### src/rtl/data_sram_bridge.sv
// MEM-stage data-SRAM to request/handshake bus bridge. It stalls the pipeline while an access
// is in flight, returns extended load data, and cancels or drains the access on a flush.
`timescale 1ns/1ps
module data_sram_bridge #(
  parameter int unsigned ADDR_W = 32,
  parameter int unsigned DATA_W = 32
) (
  input  logic              clk,
  input  logic              resetn,
  input  logic              in_valid,
  input  logic [3:0]        data_sram_wen,
  input  logic [DATA_W-1:0] data_sram_wdata,
  input  logic [ADDR_W-1:0] data_sram_addr,
  input  logic [2:0]        memR,
  input  logic              flush,
  output logic              bus_req,
  output logic              bus_wr,
  output logic [1:0]        bus_size,
  output logic [3:0]        bus_wstrb,
  output logic [ADDR_W-1:0] bus_addr,
  output logic [DATA_W-1:0] bus_wdata,
  input  logic              bus_addr_ok,
  input  logic              bus_data_ok,
  input  logic [DATA_W-1:0] bus_rdata,
  output logic              mem_stall,
  output logic [DATA_W-1:0] load_result,
  output logic              out_valid
);

  typedef enum logic [2:0] {StIdle, StReq, StWait, StDone, StDrain} state_e;

  state_e            state_q, state_d;
  logic [ADDR_W-1:0] addr_q, addr_d;
  logic [DATA_W-1:0] wdata_q, wdata_d;
  logic [3:0]        wstrb_q, wstrb_d;
  logic [2:0]        memr_q, memr_d;
  logic              wr_q, wr_d;
  logic [1:0]        size_q, size_d;
  logic [DATA_W-1:0] load_q, load_d;

  logic              access;
  logic              is_store;
  logic [1:0]        req_size;
  logic [7:0]        rd_byte;
  logic [15:0]       rd_half;
  logic [DATA_W-1:0] ext_data;

  assign is_store = (data_sram_wen != 4'b0000);
  assign access   = in_valid & (is_store | (memR != 3'b000));

  // A store takes priority over any load type presented alongside it.
  always_comb begin
    req_size = 2'd2;
    if (is_store) begin
      case (data_sram_wen)
        4'b0001, 4'b0010, 4'b0100, 4'b1000: req_size = 2'd0;
        4'b0011, 4'b0110, 4'b1100:          req_size = 2'd1;
        default:                            req_size = 2'd2;
      endcase
    end else begin
      case (memR)
        3'd1, 3'd2: req_size = 2'd0;
        3'd3, 3'd4: req_size = 2'd1;
        default:    req_size = 2'd2;
      endcase
    end
  end

  always_comb begin
    rd_byte  = bus_rdata[{addr_q[1:0], 3'b000} +: 8];
    rd_half  = bus_rdata[{addr_q[1], 4'b0000} +: 16];
    ext_data = bus_rdata;
    case (memr_q)
      3'd1:    ext_data = {{(DATA_W-8){rd_byte[7]}}, rd_byte};
      3'd2:    ext_data = {{(DATA_W-8){1'b0}}, rd_byte};
      3'd3:    ext_data = {{(DATA_W-16){rd_half[15]}}, rd_half};
      3'd4:    ext_data = {{(DATA_W-16){1'b0}}, rd_half};
      default: ext_data = bus_rdata;
    endcase
  end

  always_comb begin
    state_d = state_q;
    addr_d  = addr_q;
    wdata_d = wdata_q;
    wstrb_d = wstrb_q;
    memr_d  = memr_q;
    wr_d    = wr_q;
    size_d  = size_q;
    load_d  = load_q;
    case (state_q)
      StIdle: begin
        if (access && !flush) begin
          addr_d  = data_sram_addr;
          wdata_d = data_sram_wdata;
          wstrb_d = data_sram_wen;
          memr_d  = is_store ? 3'd0 : memR;
          wr_d    = is_store;
          size_d  = req_size;
          state_d = StReq;
        end
      end
      StReq: begin
        if (bus_addr_ok) begin
          if (flush) begin
            // Accepted request must complete on the bus; data is thrown away.
            state_d = bus_data_ok ? StIdle : StDrain;
          end else if (bus_data_ok) begin
            if (!wr_q) load_d = ext_data;
            state_d = StDone;
          end else begin
            state_d = StWait;
          end
        end else if (flush) begin
          state_d = StIdle;
        end
      end
      StWait: begin
        if (bus_data_ok) begin
          if (flush) begin
            state_d = StIdle;
          end else begin
            if (!wr_q) load_d = ext_data;
            state_d = StDone;
          end
        end else if (flush) begin
          state_d = StDrain;
        end
      end
      StDone:  state_d = StIdle;
      StDrain: if (bus_data_ok) state_d = StIdle;
      default: state_d = StIdle;
    endcase
  end

  always_ff @(posedge clk or negedge resetn) begin
    if (!resetn) begin
      state_q <= StIdle;
      addr_q  <= '0;
      wdata_q <= '0;
      wstrb_q <= '0;
      memr_q  <= '0;
      wr_q    <= 1'b0;
      size_q  <= '0;
      load_q  <= '0;
    end else begin
      state_q <= state_d;
      addr_q  <= addr_d;
      wdata_q <= wdata_d;
      wstrb_q <= wstrb_d;
      memr_q  <= memr_d;
      wr_q    <= wr_d;
      size_q  <= size_d;
      load_q  <= load_d;
    end
  end

  always_comb begin
    bus_req     = (state_q == StReq);
    bus_wr      = bus_req & wr_q;
    bus_size    = bus_req ? size_q : 2'd0;
    bus_wstrb   = bus_req ? wstrb_q : 4'd0;
    bus_addr    = bus_req ? addr_q : '0;
    bus_wdata   = bus_req ? wdata_q : '0;
    load_result = load_q;
    out_valid   = (state_q == StDone) & ~flush;
    // Reset gating keeps the pipeline free while resetn is held low.
    if (!resetn)                 mem_stall = 1'b0;
    else if (state_q == StDrain) mem_stall = 1'b1;
    else if (flush)              mem_stall = 1'b0;
    else                         mem_stall = access & (state_q != StDone);
  end

endmodule

### config.mk
export PLATFORM = sky130hd
export DESIGN_NAME = data_sram_bridge
export DESIGN_NICKNAME = d
export VERILOG_FILES = /design/src/rtl/data_sram_bridge.sv
export SDC_FILE = /design/constraint.sdc
export NUM_CORES = 1
export LEC_CHECK = 0
export ABC_AREA = 1
export CAP_MARGIN = 30
export CORE_UTILIZATION = 30
export CTS_CLUSTER_SIZE = 24
export DETAILED_ROUTE_END_ITERATION = 16
export PLACE_DENSITY_LB_ADDON = 0.08
export SETUP_SLACK_MARGIN = 0.5
export SYNTH_ARGS = -nofsm -noshare
export SYNTH_HDL_FRONTEND = slang
export SYNTH_SLANG_ARGS = --single-unit
### constraint.sdc
create_clock -name clk -period 4.27 [get_ports clk]
set_clock_uncertainty 0.2 [all_clocks]
set_input_delay 0.854 -clock clk [delete_from_list [all_inputs] [get_ports clk]]
set_output_delay 0.854 -clock clk [all_outputs]
set_load 0.005 [all_outputs]
# --- Word level (Yosys, flattened, before mapping) ---
# Cells that the tools add are included.
word_totals:
  ff_bits: 109
  output_inout_bits: 106
  word_cells: 88
classes:
  n_eq_ne: 29
  shift: 2
  n_mux: 30
  bitwise: 6
  n_reduce_logical: 13
op_table:
  columns: ["operator", "n"]
  rows:
  - ["$mux W32", 8]
  - ["$pmux W32 S4", 1]
  - ["$pmux W32 S2", 1]
  - ["$shiftx A32 B6 Y16", 1]
  - ["$shiftx A32 B6 Y8", 1]
  - ["$mux W3", 9]
  - ["$eq A3 B2 Y1 const B", 6]
  - ["$pmux W3 S4", 1]
  - ["$ne A2 B2 Y1 const B", 5]
  - ["$eq A3 B1 Y1 const B", 3]
  - ["$eq A3 B3 Y1 const B", 3]
  - ["$eq A4 B2 Y1 const B", 2]
  - ["$eq A4 B3 Y1 const B", 2]
  - ["$eq A4 B4 Y1 const B", 2]
  - ["$pmux W2 S2", 2]
  - ["$mux W2", 3]
  - ["$ne A3 B2 Y1 const B", 2]
  - ["$reduce_and A6 Y1", 1]
  - ["$and A1 B1 Y1", 4]
  - ["$eq A4 B1 Y1 const B", 1]
  - ["$mux W1", 4]
  - ["$mux W4", 1]
  - ["$ne A2 B1 Y1 const B", 2]
  - ["$reduce_and A4 Y1", 1]
  - ["13 further kinds", 14]

# --- Logic depth before layout (Yosys ltp) ---
# Gate-level depths: netlist of run 1.
depth:
  ltp_word: 7
  mapped_depth: 10
  depth_no_buf: 9

# --- Least setup slack after synthesis of run 1 ---
# Ideal clock, no wire load.
synth_timing:
  path_kind: "in2out"
  startpoint: "input port data_sram_wen[3]"
  endpoint: "output port mem_stall"
  t_arrival_ns: 1.337
  required_time_ns: 3.216
  path_slack_ns: 1.879
  stages: 4
  n_path_buf: 0
  cell_sequence: "nor2_2 nand2_2 o21ai_4 a21oi_1"
synth_between:
  elab_chain_len: 7
synth_lines:
  columns: ["element", "line_no", "text"]
  rows:
  - ["start, declared", "11", "input logic [3:0] data_sram_wen,"]
  - ["$reduce_bool A4 Y1", "48", "assign is_store = (data_sram_wen != 4'b0000);"]
  - ["$or A1 B1 Y1", "49", "assign access = in_valid & (is_store | (memR != 3'b000));"]
  - ["$and A1 B1 Y1", "49", null]
  - ["$and A1 B1 Y1", "171", "else mem_stall = access & (state_q != StDone);"]
  - ["$mux W1", "170", "else if (flush) mem_stall = 1'b0;"]
  - ["$mux W1", "169", "else if (state_q == StDrain) mem_stall = 1'b1;"]
  - ["$mux W1", "168", "if (!resetn) mem_stall = 1'b0;"]
  - ["end, declared", "25", "output logic mem_stall,"]
# Every way passes these cells.

# --- Final worst setup path of run 1 ---
layout_timing:
  startpoint: "input port memR[1]"
  endpoint: "output port mem_stall"
layout_between:
  elab_chain_len: 7
layout_lines:
  columns: ["element", "line_no", "text"]
  rows:
  - ["start, declared", "14", "input logic [2:0] memR,"]
  - ["$reduce_bool A3 Y1", "49", null]
  - ["$or A1 B1 Y1", "49", null]
  - ["$and A1 B1 Y1", "49", null]
  - ["$and A1 B1 Y1", "171", null]
  - ["$mux W1", "170", null]
  - ["$mux W1", "169", null]
  - ["$mux W1", "168", null]
# Every way passes these cells.

==> results of run 1 <==
## cell type report
| cell class | instances | area share, % |
|---|---|---|
| inverters | 123 | 5.351 |
| clock inverters | 6 | 1.001 |
| flip-flops and latches | 109 | 31.61 |
| repair buffers | 225 | 26.04 |
| clock buffers | 10 | 2.654 |
| well taps | 265 | 3.843 |
| multi-input cells | 557 | 29.50 |
## cells in the mapped netlist (3+ instances only)
library cell	number	area share, %
nor2_4	4	0.74
inv_1	118	7.3
inv_2	5	0.31
nand3_1	68	5.6
o21ai_0	53	4.4
buf_2	21	1.7
clkbuf_1	5	0.31
nor2_1	79	4.9
nand2_1	298	19
dfrtp_1	109	45
buf_6	16	3.0
o21ai_2	27	3.9
o21ai_1	6	0.50
a21oi_1	4	0.33
nand2_2	3	0.31
## power groups by stage
stage / Clock, mW / Sequential, mW / Combinational (mW)
floorplan: 0 / 1.67 / 1.39
global placement: 0 / 1.72 / 2.49
detailed placement: 0 / 1.72 / 2.50
CTS: 0.947 / 1.71 / 2.52
global route: 0.987 / 1.76 / 2.77
finish: 0.907 / 1.70 / 2.46
## worst min-delay path, cell delays in order (launching register included)
cell	delay (ns)
dfrtp_1	0.35
nand2_1	0.05
nand2_1	0.05
## registers in the layout, summed over array words and instances (netlist names)
register	cells
addr_q	32
load_result	32
memr_q	3
size_q	2
state_q	3
wdata_q	32
wr_q	1
wstrb_q	4
## kinds of logic after synthesis
group           count (synthesis)  share of synthesized area (%)
simple gates                  465                          32.55
buf+inv                       166                          12.79
flops                         109                          45.12
compound gates                 92                          9.541
## how the worst max path moves through the flow
stage,from,end,slack [ns],cells after the start
finish,memR[1],mem_stall,0.81,6
global route,state_q[2]$_DFFE_PN0P_,bus_wstrb[3],0.66,5
CTS,memR[0],mem_stall,0.79,6
detailed placement,memR[0],mem_stall,0.80,6
global placement,memR[1],mem_stall,0.81,6
floorplan,data_sram_wen[3],mem_stall,1.88,4
## routing by layer
layer  global-route usage [%]  vias up
met5                        0        -
met1                    23.24     2586
met3                    5.498       13
met2                    27.59      147
met4                    4.703        0
li1                         -     2921
## through the flow
stage	util, %	std cells
final	44.04	1295
after global routing	44.04	1295
after CTS	44.04	1295
after detailed placement	42.43	1279
after global placement	42.43	1279
after floorplan	-	832
==> flow_metrics.py, run 1 <==
metrics = {
    "setup_path": {
        "r2r_end": "load_result[31]$_DFFE_PN0P_",
        "worstSetupPathType": "in -> out",
        "cp.required_ns": 3.22,
        "path_cells": "clkdlybuf4s50_1, inv_1, nand3_1, o21ai_4, a21oi_1, clkdlybuf4s50_1",
        "worstReg2RegStart": "addr_q[1]$_DFFE_PN0P_",
        "endpoint_kind": "output pin",
        "crit_top_cell": "clkdlybuf4s50_1",
        "cp-start-kind": "primary input",
        "worst_r2r_path_depth": 8,
        "crit_buf_inv": 3,
        "reg2reg_slack_ns": 2.10,
        "cp_slowest_cell": "clkdlybuf4s50_1",
        "cpPeakStageDelay_ns": 0.52,
        "path_delay_family": "buffers and inverters",
        "worstPathMaxFanout": 3,
        "arrival_ns": 2.40,
    },
    "die": {
        "start_util_pct": 30.86,
        "die-area_um2": 20720,
        "die_width_um": 144.0,
        "rows": 51,
        "io_pins": 215,
        "fp.dieH_um": 144.0,
        "core_um2": 19590,
    },
    "finish": {
        "final_common_cell": "nand2_1",
        "antenna_cells": 0,
        "drive_above_1_share_pct": 7.476,
        "final_area_um2": 8628,
        "fillers": 2075,
        "multi_input_area_um2": 2545,
        "layout_common_cells": "nand2_1 (298), clkdlybuf4s50_1 (213), inv_1 (118), dfrtp_1 (109), nor2_1 (79)",
        "area_growth_pct": 42.72,
        "nets": 1134,
        "regArea_um2": 2728,
    },
    "drt": {
        "post-route-drc-count": 0,
        "drt_iter0_drc": 294,
        "wl_met1_um": 8108,
        "drt-total-wl_um": 17920,
        "routed_via_density": 4.376,
        "first_pass_iters": 4,
        "antenna_left": 0,
        "met2_wirelength_um": 8215,
        "routedWlPerCell_um": 13.84,
        "met3_length_um": 1375,
        "via_count": 5667,
        "top_layer": "met4",
    },
    "global_routing": {
        "grt.total_usage_pct": 17.60,
        "grt_pass1_vias": 5432,
        "antenna_found_initial": 0,
        "grt_max_degree": 67,
        "overflow": 0,
        "grt_pass1_wl_um": 27810,
    },
    "timing": {
        "drv_slew": 0,
        "layout_setup_ws_ns": 0.8134,
        "final-hold-violation-count": 0,
        "fin_crit_sh_pct": 80.95,
        "max_freq_ghz": 0.2893,
        "fin_setup_tns_ns": 0,
        "setup_viol": 0,
        "worst_slew_pin_slew_ns": 0.7760,
        "slew_headroom_pct": 48.27,
        "holdWs_ns": 0.2793,
        "fin_crit_ns": 3.457,
        "grt_setup_unrepaired": "false",
    },
    "clock_network": {
        "ctsHoldBuffers": 0,
        "cts.sinks": 109,
        "post-cts-setup-buffers": 0,
        "path_clk_slew_ns": 0.07,
        "cts_buffers": 9,
        "cts-root-buf": "clkbuf_16",
        "htree_num_levels": 3,
        "cts_tree": "yes",
        "clk_path_buf_depth": 2,
        "clkLatencyLatePin_ns": 0.34,
        "cts_resized": 0,
    },
    "power": {
        "p_int_mw": 3.212,
        "total_leakage_power_nw": 4.178,
        "pwr-share-seq_pct": 33.5,
        "ir_worst_vdd_v": 0.0002612,
        "p_per_area_nw_per_um2": 587.6,
        "pwr-share-clk_pct": 17.9,
        "power_mw": 5.070,
        "p_sw_share_pct": 36.65,
        "switching_power_mw": 1.858,
        "combPwrFrac_pct": 48.6,
    },
    "outcome": {
        "status": "complete, no violations",
    },
    "synth": {
        "yosys_warnings": 0,
        "synth_cell_types": 26,
        "ys_seq_area_share_pct": 45.12,
        "ys.flop_type": "dfrtp_1",
        "synth_edf_count": 0,
        "netlist_area_um2": 6046,
        "ys_seq_elements": 109,
        "synth.net_count": 941,
        "synth.avg_cell_area_um2": 7.267,
        "syn_inst": 832,
        "synthArstFlopShare_pct": 100.0,
    },
    "min_path": {
        "hp-start": "load_result[14]$_DFFE_PN0P_",
        "holdPathEnd": "load_result[14]$_DFFE_PN0P_",
        "hold_depth": 2,
        "hold_class": "reg -> reg",
    },
    "placement": {
        "dpl_cell_area_um2": 8313,
        "io_buffers": 214,
        "hpwl_um": 12990,
        "gp_congestion": 0.8178,
        "post-place-ws_ns": 0.7957,
    },
    "flow_run": {
        "drv_cap": 0,
    },
}
Power figures use the tool's default switching activity.
==> run 2, diff against run 1 <==
Clock period 4.27 ns to 3 ns, I/O delays scaled along.
==> run 2 against run 1 <==
  * Worst hold slack worse by 0.0021 ns
  * Largest power group unchanged
  * Critical path depth down 1
  * Sequential share of layout area down 0.47 points
  * Design area up 1.5%
  * Worst setup slack worse by 0.51 ns
  * Cell count up 0.93%
  * Global-route usage up 0.12 points
  * First-iteration DRC count down 3.7%
  * Combinational power up 47%
  * Die area unchanged
  * Core utilization up 0.67 points
==> flow_metrics.py, run 2 (synthesized netlist as in run 1, its figures left out) <==
metrics = {
    "finish": {
        "antenna_cells": 0,
        "fin_cells": 1307,
        "area_growth_pct": 44.89,
        "layout_common_cells": "nand2_1 (298), clkdlybuf4s50_1 (183), inv_1 (118), dfrtp_1 (109), nor2_1 (77)",
        "drive_above_1_share_pct": 9.021,
        "final_common_cell": "nand2_1",
        "nets": 1146,
    },
    "power": {
        "p_per_area_nw_per_um2": 826.4,
        "pwr-share-seq_pct": 33.1,
        "switching_power_mw": 2.685,
        "total_leakage_power_nw": 4.442,
        "p_int_mw": 4.554,
        "pwr-share-clk_pct": 16.9,
        "ir_worst_vdd_v": 0.0002950,
        "combPwrFrac_pct": 49.9,
        "p_sw_share_pct": 37.09,
    },
    "clock_network": {
        "cts_tree": "yes",
        "cts_buffers": 9,
        "htree_num_levels": 3,
        "cts-root-buf": "clkbuf_16",
        "cts.sinks": 109,
        "clk_path_buf_depth": 2,
        "clkLatencyLatePin_ns": 0.35,
        "path_clk_slew_ns": 0.08,
    },
    "drt": {
        "drt_iter0_drc": 283,
        "antenna_left": 0,
        "routed_via_density": 4.404,
        "drt-total-wl_um": 17840,
        "first_pass_iters": 4,
        "via_count": 5756,
        "post-route-drc-count": 0,
        "routedWlPerCell_um": 13.65,
    },
    "placement": {
        "io_buffers": 214,
        "post-place-ws_ns": 0.08899,
        "hpwl_um": 12870,
        "dp_cells": 1282,
        "gp_congestion": 0.8257,
    },
    "setup_path": {
        "cpPeakStageDelay_ns": 0.53,
        "reg2reg_slack_ns": 1.07,
        "crit_buf_inv": 2,
        "worst_r2r_path_depth": 7,
        "path_delay_family": "buffers and inverters",
        "worstSetupPathType": "reg -> out",
        "cp_slowest_cell": "clkdlybuf4s50_1",
        "path_cells": "nor2_4, nand2_4, buf_12, nor2_1, clkdlybuf4s50_1",
        "r2r_end": "load_result[30]$_DFFE_PN0P_",
        "arrival_ns": 1.89,
        "endpoint_kind": "output pin",
        "cp-start-kind": "register",
        "worstReg2RegStart": "addr_q[1]$_DFFE_PN0P_",
        "worstPathMaxFanout": 33,
        "cp.required_ns": 2.20,
    },
    "timing": {
        "fin_crit_ns": 2.694,
        "grt_setup_unrepaired": "true",
        "max_freq_ghz": 0.3711,
        "drv_slew": 0,
        "fin_setup_tns_ns": 0,
        "worst_slew_pin_slew_ns": 0.7735,
        "slew_headroom_pct": 48.43,
        "final-hold-violation-count": 0,
        "fin_crit_sh_pct": 89.82,
        "setup_viol": 0,
        "layout_setup_ws_ns": 0.3055,
    },
    "die": {
        "rows": 51,
        "core_um2": 19590,
        "die-area_um2": 20720,
        "die_width_um": 144.0,
        "io_pins": 215,
        "start_util_pct": 30.86,
        "fp.dieH_um": 144.0,
    },
    "min_path": {
        "hp-start": "load_result[30]$_DFFE_PN0P_",
        "holdPathEnd": "load_result[30]$_DFFE_PN0P_",
        "hold_class": "reg -> reg",
        "hold_depth": 2,
    },
    "global_routing": {
        "overflow": 0,
        "grt.total_usage_pct": 17.72,
        "grt_pass1_wl_um": 28100,
        "antenna_found_initial": 0,
        "grt_pass1_vias": 5368,
        "grt_max_degree": 60,
    },
    "outcome": {
        "status": "complete, no violations",
    },
    "flow_run": {
        "drv_cap": 0,
    },
}
==> run 2: worst min-delay path, stage by stage, from the launching register on <==
cell	delay, ns
dfrtp_1	0.35
nand2_1	0.05
nand2_1	0.05
==> run 2: metal layers <==
layer | wire (µm) | share of wire [%] | vias up | GRT usage (%)
met1 | 8033 | 45 | 2641 | 23.84
li1 | - | - | 2952 | -
met3 | 1391 | 7.8 | 12 | 5.432
met4 | 231 | 1.3 | 0 | 4.703
met5 | 0 | 0 | - | 0
met2 | 8185 | 46 | 151 | 27.33
==> run 2: layout make-up <==
class	count	area (µm²)
clock buffer	10	229.0
clock inverter	6	68.82
fill	2019	10830
inverter	123	461.7
multi-input combinational	557	2569
sequential	109	2728
tap	265	331.6
timing repair buffer	237	2372
==> run 2: repair_timing <==
item	in CTS	in global routing
pin swaps	9	0
setup buffers	7	1
resized for setup	29	18
endpoints found under the setup margin	74	68
hold endpoints to repair	11	0
hold buffers	1	0
==> run 2: worst max path at each step <==
stage / from / to / cells after the start
floorplan: data_sram_wen[3] / mem_stall / 4
detailed placement: memR[1] / mem_stall / 6
global placement: memR[1] / mem_stall / 6
CTS: state_q[1]$_DFFE_PN0P_ / bus_wr / 5
finish: state_q[1]$_DFFE_PN0P_ / bus_wdata[20] / 5
global route: state_q[1]$_DFFE_PN0P_ / bus_wdata[2] / 5
==> run 2: stage by stage <==
stage | util, % | total power, mW | instance area, µm² | hold WS, ns
2_1_floorplan | - | 4.362 | 6046 | 0.1044
3_3_place_gp | 42.68 | 6.044 | 8361 | 0.2617
3_5_place_dp | 42.68 | 6.059 | 8361 | 0.2611
4_1_cts | 44.47 | 7.369 | 8712 | 0.2857
5_1_grt | 44.71 | 7.912 | 8760 | 0.2991
6_report | 44.71 | 7.239 | 8760 | 0.2772
==> run 2: power groups by stage <==
stage | Sequential (mW) | Combinational, mW | Clock [mW]
2_1_floorplan | 2.38 | 1.98 | 0
3_3_place_gp | 2.42 | 3.63 | 0
3_5_place_dp | 2.43 | 3.63 | 0
4_1_cts | 2.40 | 3.68 | 1.28
5_1_grt | 2.47 | 4.08 | 1.35
6_report | 2.40 | 3.61 | 1.23
